### src/rtl/csr_access_unit_if.sv
// Request and CSR-bus signal bundle for csr_access_unit.
// The master side is the access unit; the slave side is the core plus the CSR responders.
interface csr_access_unit_if;
    logic        start;
    logic [2:0]  op;
    logic [11:0] address;
    logic [31:0] sourceData;
    logic [4:0]  sourceIndex;
    logic        busy;
    logic        done;
    logic        error;
    logic [31:0] resultData;
    logic        csrReadEnable;
    logic [11:0] csrReadAddress;
    logic [31:0] csrReadData;
    logic        csrRequestOutput;
    logic        csrWriteEnable;
    logic [11:0] csrWriteAddress;
    logic [31:0] csrWriteData;

    // start is a one-cycle strobe, taken only while busy is low.
    // The read and write enables are one-cycle strobes and need no acknowledge.
    // The responders answer the read in the same cycle: claim via csrRequestOutput, data via csrReadData.
    modport master (
        input  start, op, address, sourceData, sourceIndex, csrReadData, csrRequestOutput,
        output busy, done, error, resultData,
        output csrReadEnable, csrReadAddress, csrWriteEnable, csrWriteAddress, csrWriteData
    );

    modport slave (
        output start, op, address, sourceData, sourceIndex, csrReadData, csrRequestOutput,
        input  busy, done, error, resultData,
        input  csrReadEnable, csrReadAddress, csrWriteEnable, csrWriteAddress, csrWriteData
    );
endinterface

### src/rtl/csr_access_unit.sv
// Zicsr initiator: runs one CSRRW/RS/RC(I) as a read phase, an optional write phase,
// and a done or error pulse. It returns the old CSR value for rd.
module csr_access_unit #(
    parameter bit CHECK_READ_ONLY = 1'b1
) (
    input  logic                  clk,
    input  logic                  rst,
    csr_access_unit_if.master     bus,
    output logic [2:0]            state_dbg_o
);

    typedef enum logic [2:0] {
        S_IDLE  = 3'd0,
        S_READ  = 3'd1,
        S_WRITE = 3'd2,
        S_DONE  = 3'd3,
        S_ERROR = 3'd4
    } state_t;

    state_t      state_q, state_d;
    logic [2:0]  op_q, op_d;
    logic [31:0] src_q, src_d;
    logic        wneed_q, wneed_d;
    logic [11:0] rd_addr_q, rd_addr_d;
    logic [11:0] wr_addr_q, wr_addr_d;
    logic [31:0] wr_data_q, wr_data_d;
    logic [31:0] result_q, result_d;

    logic        op_legal;
    logic        ro_violation;
    logic [31:0] merged;

    // funct3 values x00 are not Zicsr operations
    assign op_legal     = (bus.op[1:0] != 2'b00);
    assign ro_violation = CHECK_READ_ONLY && wneed_q && (rd_addr_q[11:10] == 2'b11);

    always_comb begin
        merged = src_q;
        case (op_q[1:0])
            2'b01:   merged = src_q;
            2'b10:   merged = bus.csrReadData | src_q;
            2'b11:   merged = bus.csrReadData & ~src_q;
            default: merged = src_q;
        endcase
    end

    always_comb begin
        state_d   = state_q;
        op_d      = op_q;
        src_d     = src_q;
        wneed_d   = wneed_q;
        rd_addr_d = rd_addr_q;
        wr_addr_d = wr_addr_q;
        wr_data_d = wr_data_q;
        result_d  = result_q;
        case (state_q)
            S_IDLE: begin
                if (bus.start) begin
                    if (op_legal) begin
                        op_d      = bus.op;
                        src_d     = bus.op[2] ? {27'b0, bus.sourceIndex} : bus.sourceData;
                        wneed_d   = (bus.op[1:0] == 2'b01) || (bus.sourceIndex != 5'd0);
                        rd_addr_d = bus.address;
                        state_d   = S_READ;
                    end else begin
                        state_d = S_ERROR;
                    end
                end
            end
            S_READ: begin
                if (!bus.csrRequestOutput || ro_violation) begin
                    state_d = S_ERROR;
                end else begin
                    result_d = bus.csrReadData;
                    if (wneed_q) begin
                        wr_addr_d = rd_addr_q;
                        wr_data_d = merged;
                        state_d   = S_WRITE;
                    end else begin
                        state_d = S_DONE;
                    end
                end
            end
            S_WRITE: state_d = S_DONE;
            S_DONE:  state_d = S_IDLE;
            S_ERROR: state_d = S_IDLE;
            default: state_d = S_IDLE;
        endcase
    end

    always_ff @(posedge clk or posedge rst) begin
        if (rst) begin
            state_q   <= S_IDLE;
            op_q      <= 3'd0;
            src_q     <= 32'd0;
            wneed_q   <= 1'b0;
            rd_addr_q <= 12'd0;
            wr_addr_q <= 12'd0;
            wr_data_q <= 32'd0;
            result_q  <= 32'd0;
        end else begin
            state_q   <= state_d;
            op_q      <= op_d;
            src_q     <= src_d;
            wneed_q   <= wneed_d;
            rd_addr_q <= rd_addr_d;
            wr_addr_q <= wr_addr_d;
            wr_data_q <= wr_data_d;
            result_q  <= result_d;
        end
    end

    // Enables decode straight from state, so an async reset drops them at once
    assign bus.busy            = (state_q != S_IDLE);
    assign bus.done            = (state_q == S_DONE);
    assign bus.error           = (state_q == S_ERROR);
    assign bus.resultData      = result_q;
    assign bus.csrReadEnable   = (state_q == S_READ);
    assign bus.csrReadAddress  = rd_addr_q;
    assign bus.csrWriteEnable  = (state_q == S_WRITE);
    assign bus.csrWriteAddress = wr_addr_q;
    assign bus.csrWriteData    = wr_data_q;
    assign state_dbg_o         = state_q;

endmodule

### src/flat_wrapper.sv
// flat-port wrapper written by rule: the top's interface ports become plain ports
module csr_access_unit_flat 
#(
    parameter bit CHECK_READ_ONLY = 1'b1
)
  (clk, rst, state_dbg_o, bus_start, bus_op, bus_address, bus_sourceData, bus_sourceIndex, bus_csrReadData, bus_csrRequestOutput, bus_busy, bus_done, bus_error, bus_resultData, bus_csrReadEnable, bus_csrReadAddress, bus_csrWriteEnable, bus_csrWriteAddress, bus_csrWriteData);
  csr_access_unit_if bus_i ();
  input  logic clk;
  input  logic rst;
  output logic [2:0] state_dbg_o;
  input wire logic [$bits(bus_i.start)-1:0] bus_start;
  input wire logic [$bits(bus_i.op)-1:0] bus_op;
  input wire logic [$bits(bus_i.address)-1:0] bus_address;
  input wire logic [$bits(bus_i.sourceData)-1:0] bus_sourceData;
  input wire logic [$bits(bus_i.sourceIndex)-1:0] bus_sourceIndex;
  input wire logic [$bits(bus_i.csrReadData)-1:0] bus_csrReadData;
  input wire logic [$bits(bus_i.csrRequestOutput)-1:0] bus_csrRequestOutput;
  output wire logic [$bits(bus_i.busy)-1:0] bus_busy;
  output wire logic [$bits(bus_i.done)-1:0] bus_done;
  output wire logic [$bits(bus_i.error)-1:0] bus_error;
  output wire logic [$bits(bus_i.resultData)-1:0] bus_resultData;
  output wire logic [$bits(bus_i.csrReadEnable)-1:0] bus_csrReadEnable;
  output wire logic [$bits(bus_i.csrReadAddress)-1:0] bus_csrReadAddress;
  output wire logic [$bits(bus_i.csrWriteEnable)-1:0] bus_csrWriteEnable;
  output wire logic [$bits(bus_i.csrWriteAddress)-1:0] bus_csrWriteAddress;
  output wire logic [$bits(bus_i.csrWriteData)-1:0] bus_csrWriteData;
  assign bus_i.start = bus_start;
  assign bus_i.op = bus_op;
  assign bus_i.address = bus_address;
  assign bus_i.sourceData = bus_sourceData;
  assign bus_i.sourceIndex = bus_sourceIndex;
  assign bus_i.csrReadData = bus_csrReadData;
  assign bus_i.csrRequestOutput = bus_csrRequestOutput;
  assign bus_busy = bus_i.busy;
  assign bus_done = bus_i.done;
  assign bus_error = bus_i.error;
  assign bus_resultData = bus_i.resultData;
  assign bus_csrReadEnable = bus_i.csrReadEnable;
  assign bus_csrReadAddress = bus_i.csrReadAddress;
  assign bus_csrWriteEnable = bus_i.csrWriteEnable;
  assign bus_csrWriteAddress = bus_i.csrWriteAddress;
  assign bus_csrWriteData = bus_i.csrWriteData;
  csr_access_unit #(.CHECK_READ_ONLY(CHECK_READ_ONLY)) u_core (.clk(clk), .rst(rst), .bus(bus_i), .state_dbg_o(state_dbg_o));
endmodule
### config.mk
export PLATFORM = sky130hd
export DESIGN_NAME = csr_access_unit_flat
export DESIGN_NICKNAME = d
export VERILOG_FILES = /design/src/rtl/csr_access_unit_if.sv /design/src/rtl/csr_access_unit.sv /design/src/flat_wrapper.sv
export SDC_FILE = /design/constraint.sdc
export NUM_CORES = 1
export LEC_CHECK = 0
export ABC_AREA = 1
export CORE_MARGIN = 4
export CORE_UTILIZATION = 42
export CTS_CLUSTER_SIZE = 8
export DETAILED_ROUTE_END_ITERATION = 16
export PLACE_DENSITY = 0.77
export SLEW_MARGIN = 15
export SYNTH_ARGS = -nofsm -noshare
export SYNTH_HDL_FRONTEND = slang
export SYNTH_SLANG_ARGS = --single-unit
### constraint.sdc
create_clock -name clk -period 4.25 [get_ports clk]
set_input_delay 0.6375 -clock clk [delete_from_list [all_inputs] [get_ports clk]]
set_output_delay 0.6375 -clock clk [all_outputs]
set_load 0.01 [all_outputs]
==> out/qor.csv, run 1 <==
metric;value;unit
CP arrival;1.80;ns
Final Skew;0.00709;ns
drt drc;0;
commonest non-fill, non-tap cells in the layout;371 x nand2_1, 183 x clkdlybuf4s50_1, 126 x dfrtp_1, 112 x o21ai_0, 39 x inv_1;
status;completed;
post-synthesis xor/xnor area fraction;0;%
post-DR wirelength/cell;15.0;um
Fillers;1215;
critical path's top delay family;buffers and inverters;
gate count of the mapped netlist;747;
Buf+Inv Stages, Crit Path;3;
die width;125;um
Max Fclk;410;MHz
Post-Synth Simple-Gate Area;28.4;%
final period utilization;57.5;%
Final min period;2.44;ns
Static Leak;0.00407;uW
fin cells;1102;
cell mode on critical path;inv_1;
vias in the first global route;5296;
Worst Max-Slew Pin Slew;1.08;ns
Num Clock Sinks;126;
Synth top area share;54.8;%
HPWL Detailed;11.0;mm
Hold Path Class;reg -> reg;
Critical Path End Type;output pin;
CTS Buf Count;17;
TritonCTS clock tree;built;
CP max-delay cell;clkdlybuf4s50_1;
Power Density;700;mW/mm^2
total grt overflow;0;
headroom to the max-slew limit;27.5;%
VDD IR-drop max;0.382;mV
P&R area growth vs syn;42.2;%
Critical Path RT;3.61;ns
sequential fraction of the synthesis area;54.8;%
worst stage delay on the critical path;0.55;ns
mux share of post-synthesis cell area;0;%
chip height;125;um
post_cts resized;0;
endpoints failing setup;0;
Post-CTS Hold Fix Bufs;0;
Post-CTS Setup Bufs;0;
Place WS;1.56;ns
GPL Wtd Cong;0.806;
Adder-Cell Fraction of Synth Area;0;%
Placed Instances;1072;
TritonRoute pass-1 iters;4;
RSZ-0062 raised after global routing;false;
Pins Over Slew Limit;0;
Clk Tree Root Cell;clkbuf_16;
CTS clock-pin slew for the worst setup and hold paths;0.05;ns
Die Footprint;0.0156;mm^2
initial core utilization;43.1;%
vias per std cell;4.84;
n_diodes;0;
I/O pin count;184;
ANT nets after route;0;
most common cell after layout, fill and taps aside;nand2_1;
1st-iter DRT viols;365;
largest fanout on the critical path;7;
Worst-Skew Late Latency;0.41;ns
fin nets;1003;
final hold violation count;0;
# rows;42;
CP cell instances;inv_1, nand3_1, inv_1, clkdlybuf4s50_1;
Setup WS post-layout;1.81;ns
largest net degree at the start of global routing;81;
mapped cell area;0.00576;mm^2
syn nets;835;
core box area;0.0133;mm^2
max cap viols;0;
largest family of logic cells by synthesized area;simple AND/OR/NAND/NOR gates;
element type at the critical path start;register;
port bufs;183;
Yosys reg bits;126;
utilization after layout;61.3;%
H-tree depth;4;
initial antenna violation count;0;
Compound-Gate Fraction of Synth Area;10.1;%
Crit Path Class;reg -> out;
DR vias;5339;
proportion of layout cells with a drive suffix above 1;4.86;%
average cell area after synthesis;7.71;um^2
first-pass GRT wire length;27.0;mm
Total GRT Usage;21.5;%
post-synth top area cell;dfrtp_1;
Setup TNS;0;ns
Max Root-Sink Buffers;2;
Yosys warnings;0;
ranking of synthesized cells by area;dfrtp_1 55%, nand2_1 24%, o21ai_0 9.7%;
count of unique library cells instantiated by Yosys;17;
Routed WL;16.5;mm
registers in the layout (all words and copies together), names as in the netlist:
| register | cells |
|---|---|
| u_core.bus.csrReadAddress | 12 |
| u_core.bus.csrWriteAddress | 12 |
| u_core.bus.csrWriteData | 32 |
| u_core.bus.resultData | 32 |
| u_core.op_q | 2 |
| u_core.src_q | 32 |
| u_core.state_dbg_o | 3 |
| u_core.wneed_q | 1 |
final cells by class:
type	instances	area, um^2	area share, %
clock buffers	23	498	6.08
clock inverters	7	37.5	0.459
inverters	40	155	1.90
multi-input cells	538	2220	27.2
flip-flops and latches	126	3150	38.5
well taps	176	220	2.69
repair buffers	192	1900	23.2
kinds of logic (layout without fill, tap and decap cells):
family          after synthesis  in the layout
compound gates              116            116
simple gates                422            422
flops                       126            126
buf+inv                      83            262
where the power goes:
group | internal (uW) | switching (uW)
sequential | 1730 | 324
clock | 808 | 494
combinational | 1090 | 1280
cells in the mapped netlist, drive strengths merged:
master,count
nand3,5
nor2,41
clkbuf,27
dfrtp,126
nand4,1
inv,40
o21ai,112
nand2,372
a21oi,4
nor3,3
buf,16
per-stage QoR:
| step | hold slack [ns] | power, uW | area (um^2) |
|---|---|---|---|
| 2_1_floorplan | 0.449 | 3280 | 5760 |
| 3_3_place_gp | 0.466 | 4400 | 7650 |
| 3_5_place_dp | 0.476 | 4460 | 7650 |
| 4_1_cts | 0.489 | 5790 | 8190 |
| 5_1_grt | 0.506 | 6160 | 8190 |
| 6_report | 0.486 | 5730 | 8190 |
final timing paths:
kind                                                                   to                               from  slack [ns]  cells past startpoint
worst min register to register                 u_core.op_q[0]$_DFFE_PP0P_         u_core.op_q[0]$_DFFE_PP0P_        0.49                      2
worst min-delay path                           u_core.op_q[0]$_DFFE_PP0P_         u_core.op_q[0]$_DFFE_PP0P_        0.49                      2
min in group asynchronous           u_core.bus.resultData[25]$_DFFE_PP0P_                                rst        0.75                      2
max in group asynchronous       u_core.bus.csrWriteAddress[7]$_DFFE_PP0P_                                rst        2.68                      3
worst max-delay path                                   bus_csrWriteEnable  u_core.state_dbg_o[0]$_DFFE_PP0P_        1.81                      4
worst max register to register               u_core.src_q[10]$_DFFE_PP0P_  u_core.state_dbg_o[0]$_DFFE_PP0P_        2.12                      5
worst min-delay path: cells and delay by family (launching register included):
family           cells  cell delay (ns)
DFF                  1             0.34
and+or+nand+nor      2             0.11
per-layer routing:
layer	vias to the layer above	wire (um)	GRT usage, %	share of wire (%)
li1	2653	-	-	-
met1	2462	6920	26.3	42
met2	189	7870	35.6	48
met3	35	1300	6.87	7.8
met4	0	438	8.61	2.7
met5	-	0	0	0
No activity file was read; power rests on OpenSTA's default activity.
==> run 2: changes to the inputs <==
--- a/config.mk
+++ b/config.mk
@@ -7,10 +7,10 @@
 export LEC_CHECK = 0
 export ABC_AREA = 1
 export CORE_MARGIN = 4
-export CORE_UTILIZATION = 42
+export CORE_UTILIZATION = 47
 export CTS_CLUSTER_SIZE = 8
 export DETAILED_ROUTE_END_ITERATION = 16
-export PLACE_DENSITY = 0.77
+export PLACE_DENSITY = 0.81
 export SLEW_MARGIN = 15
 export SYNTH_ARGS = -nofsm -noshare
 export SYNTH_HDL_FRONTEND = slang
==> constraint.sdc (replaced) <==
create_clock -name clk -period 2.39 [get_ports clk]
set_input_delay 0.3585 -clock clk [delete_from_list [all_inputs] [get_ports clk]]
set_output_delay 0.3585 -clock clk [all_outputs]
set_load 0.01 [all_outputs]
==> run 2 against run 1 <==
Effect of this change:
- non-clock buffer count increased by 7
- first-iteration DRC count increased by 35%
- hold slack got worse by 0.13 ns
- critical path type unchanged
- register-to-register slack got worse by 1.4 ns
- flip-flop and latch count unchanged
- worst setup slack got worse by 1.7 ns
- die area decreased by 10%
- utilization increased by 7.8 points
- largest cell class unchanged
- combinational power increased by 81%
- sequential share of layout area decreased by 0.55 points
- clock-buffer cell count increased by 3
- highest routed layer unchanged
==> out/qor.csv, run 2 (same netlist as run 1, synthesis figures left out) <==
metric;value;unit;change
die width;119;um;-5.1%
# rows;40;;-4.8%
Die Footprint;0.0141;mm^2;-10%
initial antenna violation count;0;;unchanged
Post-CTS Hold Fix Bufs;0;;unchanged
vias per std cell;5.04;;+4.0%
fin nets;1010;;+0.70%
Critical Path End Type;output pin;;
CTS clock-pin slew for the worst setup and hold paths;0.05;ns;about the same
status;completed;;
initial core utilization;47.9;%;+4.8 points
final hold violation count;0;;unchanged
Critical Path RT;2.03;ns;-1.58 ns
max cap viols;0;;unchanged
DR vias;5452;;+2.1%
port bufs;183;;unchanged
commonest non-fill, non-tap cells in the layout;371 x nand2_1, 183 x clkdlybuf4s50_1, 126 x dfrtp_1, 112 x o21ai_0, 39 x inv_1;;
Max Fclk;446;MHz;
Total GRT Usage;24.1;%;+2.5 points
r2r worst-path depth;6;;+1
Static Leak;0.00414;uW;+1.7%
Post-CTS Setup Bufs;0;;unchanged
Total Power;10500;uW;+84%
reg-to-reg endpoint;u_core.bus.csrReadAddress[2]$_DFFE_PP0P_;;
RSZ-0062 raised after global routing;false;;
Worst-Skew Late Latency;0.41;ns;about the same
Setup TNS;0;ns;unchanged
chip height;119;um;-5.1%
FF-to-FF Start;u_core.state_dbg_o[0]$_DFFE_PP0P_;;
H-tree depth;4;;unchanged
post-DR wirelength/cell;15.2;um;+1.3%
TritonRoute pass-1 iters;5;;+1
most common cell after layout, fill and taps aside;nand2_1;;
largest net degree at the start of global routing;57;;-30%
CTS Buf Count;17;;unchanged
endpoints failing setup;0;;unchanged
Worst Max-Slew Pin Slew;0.551;ns;-0.534 ns
1st-iter DRT viols;494;;+35%
final period utilization;93.8;%;
Power Density;1270;mW/mm^2;+81%
Final Cell Area;0.00831;mm^2;+1.5%
GPL Wtd Cong;0.829;;+2.9%
largest fanout on the critical path;7;;unchanged
P&R area growth vs syn;44.2;%;
VDD IR-drop max;0.872;mV;+130%
headroom to the max-slew limit;63.2;%;+36 points
Hold Path Class;in -> async;;
element type at the critical path start;register;;
vias in the first global route;5440;;+2.7%
Crit Path Class;reg -> out;;
CP arrival;1.88;ns;+0.08 ns
Routed WL;16.4;mm;-0.57%
proportion of layout cells with a drive suffix above 1;5.45;%;+0.59 points
ANT nets after route;0;;unchanged
TritonCTS clock tree;built;;
n_diodes;0;;unchanged
Reg2Reg Setup Slack;0.75;ns;-1.37 ns
Pins Over Slew Limit;0;;unchanged
drt drc;0;;unchanged
I/O pin count;184;;unchanged
Clk Tree Root Cell;clkbuf_16;;
total grt overflow;0;;unchanged
Final min period;2.24;ns;
HPWL Detailed;11.0;mm;-0.18%
first-pass GRT wire length;26.9;mm;-0.49%
DP Area;0.00772;mm^2;+0.85%
post_cts resized;0;;unchanged
Num Clock Sinks;126;;unchanged
core box area;0.0120;mm^2;-10%
Max Root-Sink Buffers;2;;unchanged
Final Skew;0.00800;ns;+0.000908 ns
## run 2: per-layer routing
| metal | part of all wire (%) | vias up | global-route usage, % |
|---|---|---|---|
| met2 | 48 | 196 | 39.9 |
| met5 | 0 | - | 0 |
| li1 | - | 2669 | - |
| met4 | 3.1 | 0 | 11.2 |
| met1 | 42 | 2551 | 28.8 |
| met3 | 6.7 | 36 | 7.13 |
## run 2: worst max-delay path by stage
stage                                                     endpoint                         startpoint  slack, ns
final                                                     bus_done  u_core.state_dbg_o[0]$_DFFE_PP0P_       0.15
after global routing                                      bus_done  u_core.state_dbg_o[0]$_DFFE_PP0P_       0.08
after CTS                                                 bus_done  u_core.state_dbg_o[0]$_DFFE_PP0P_       0.15
after detailed placement              u_core.src_q[28]$_DFFE_PP0P_                          bus_op[1]       0.54
after global placement                  u_core.op_q[1]$_DFFE_PP0P_                          bus_op[1]       0.57
after floorplan           u_core.bus.csrReadAddress[0]$_DFFE_PP0P_                                rst       0.48
## run 2: metrics by stage
step                hold slack (ns)  setup slack, ns  utilization, %  std cells
global placement              0.465            0.568            64.2       1050
global route                  0.384           0.0762            69.1       1082
CTS                           0.351            0.151            69.1       1082
floorplan                     0.449            0.478               -        747
finish                        0.352            0.149            69.1       1082
detailed placement            0.478            0.538            64.2       1050
## run 2: area by class of cell
type / instances / area (um^2)
Fill cell: 983 / 3710
Sequential cell: 126 / 3150
Clock buffer: 26 / 509
Clock inverter: 6 / 80.1
Tap cell: 147 / 184
Inverter: 40 / 154
Timing Repair Buffer: 199 / 2000
Multi-Input combinational cell: 538 / 2220
## run 2: report_power, final
part,internal (uW),total (uW),leakage [uW],switching [uW]
logic,2000,4290,0.00223,2290
clock network,1670,2550,0.000294,880
registers,3080,3690,0.00161,612
## run 2: worst max-delay path, cell delays in order, from the launching register on
cell and delay [ns]:
dfrtp_1 0.42, inv_1 0.15, nor3_1 0.29, clkdlybuf4s50_1 0.61
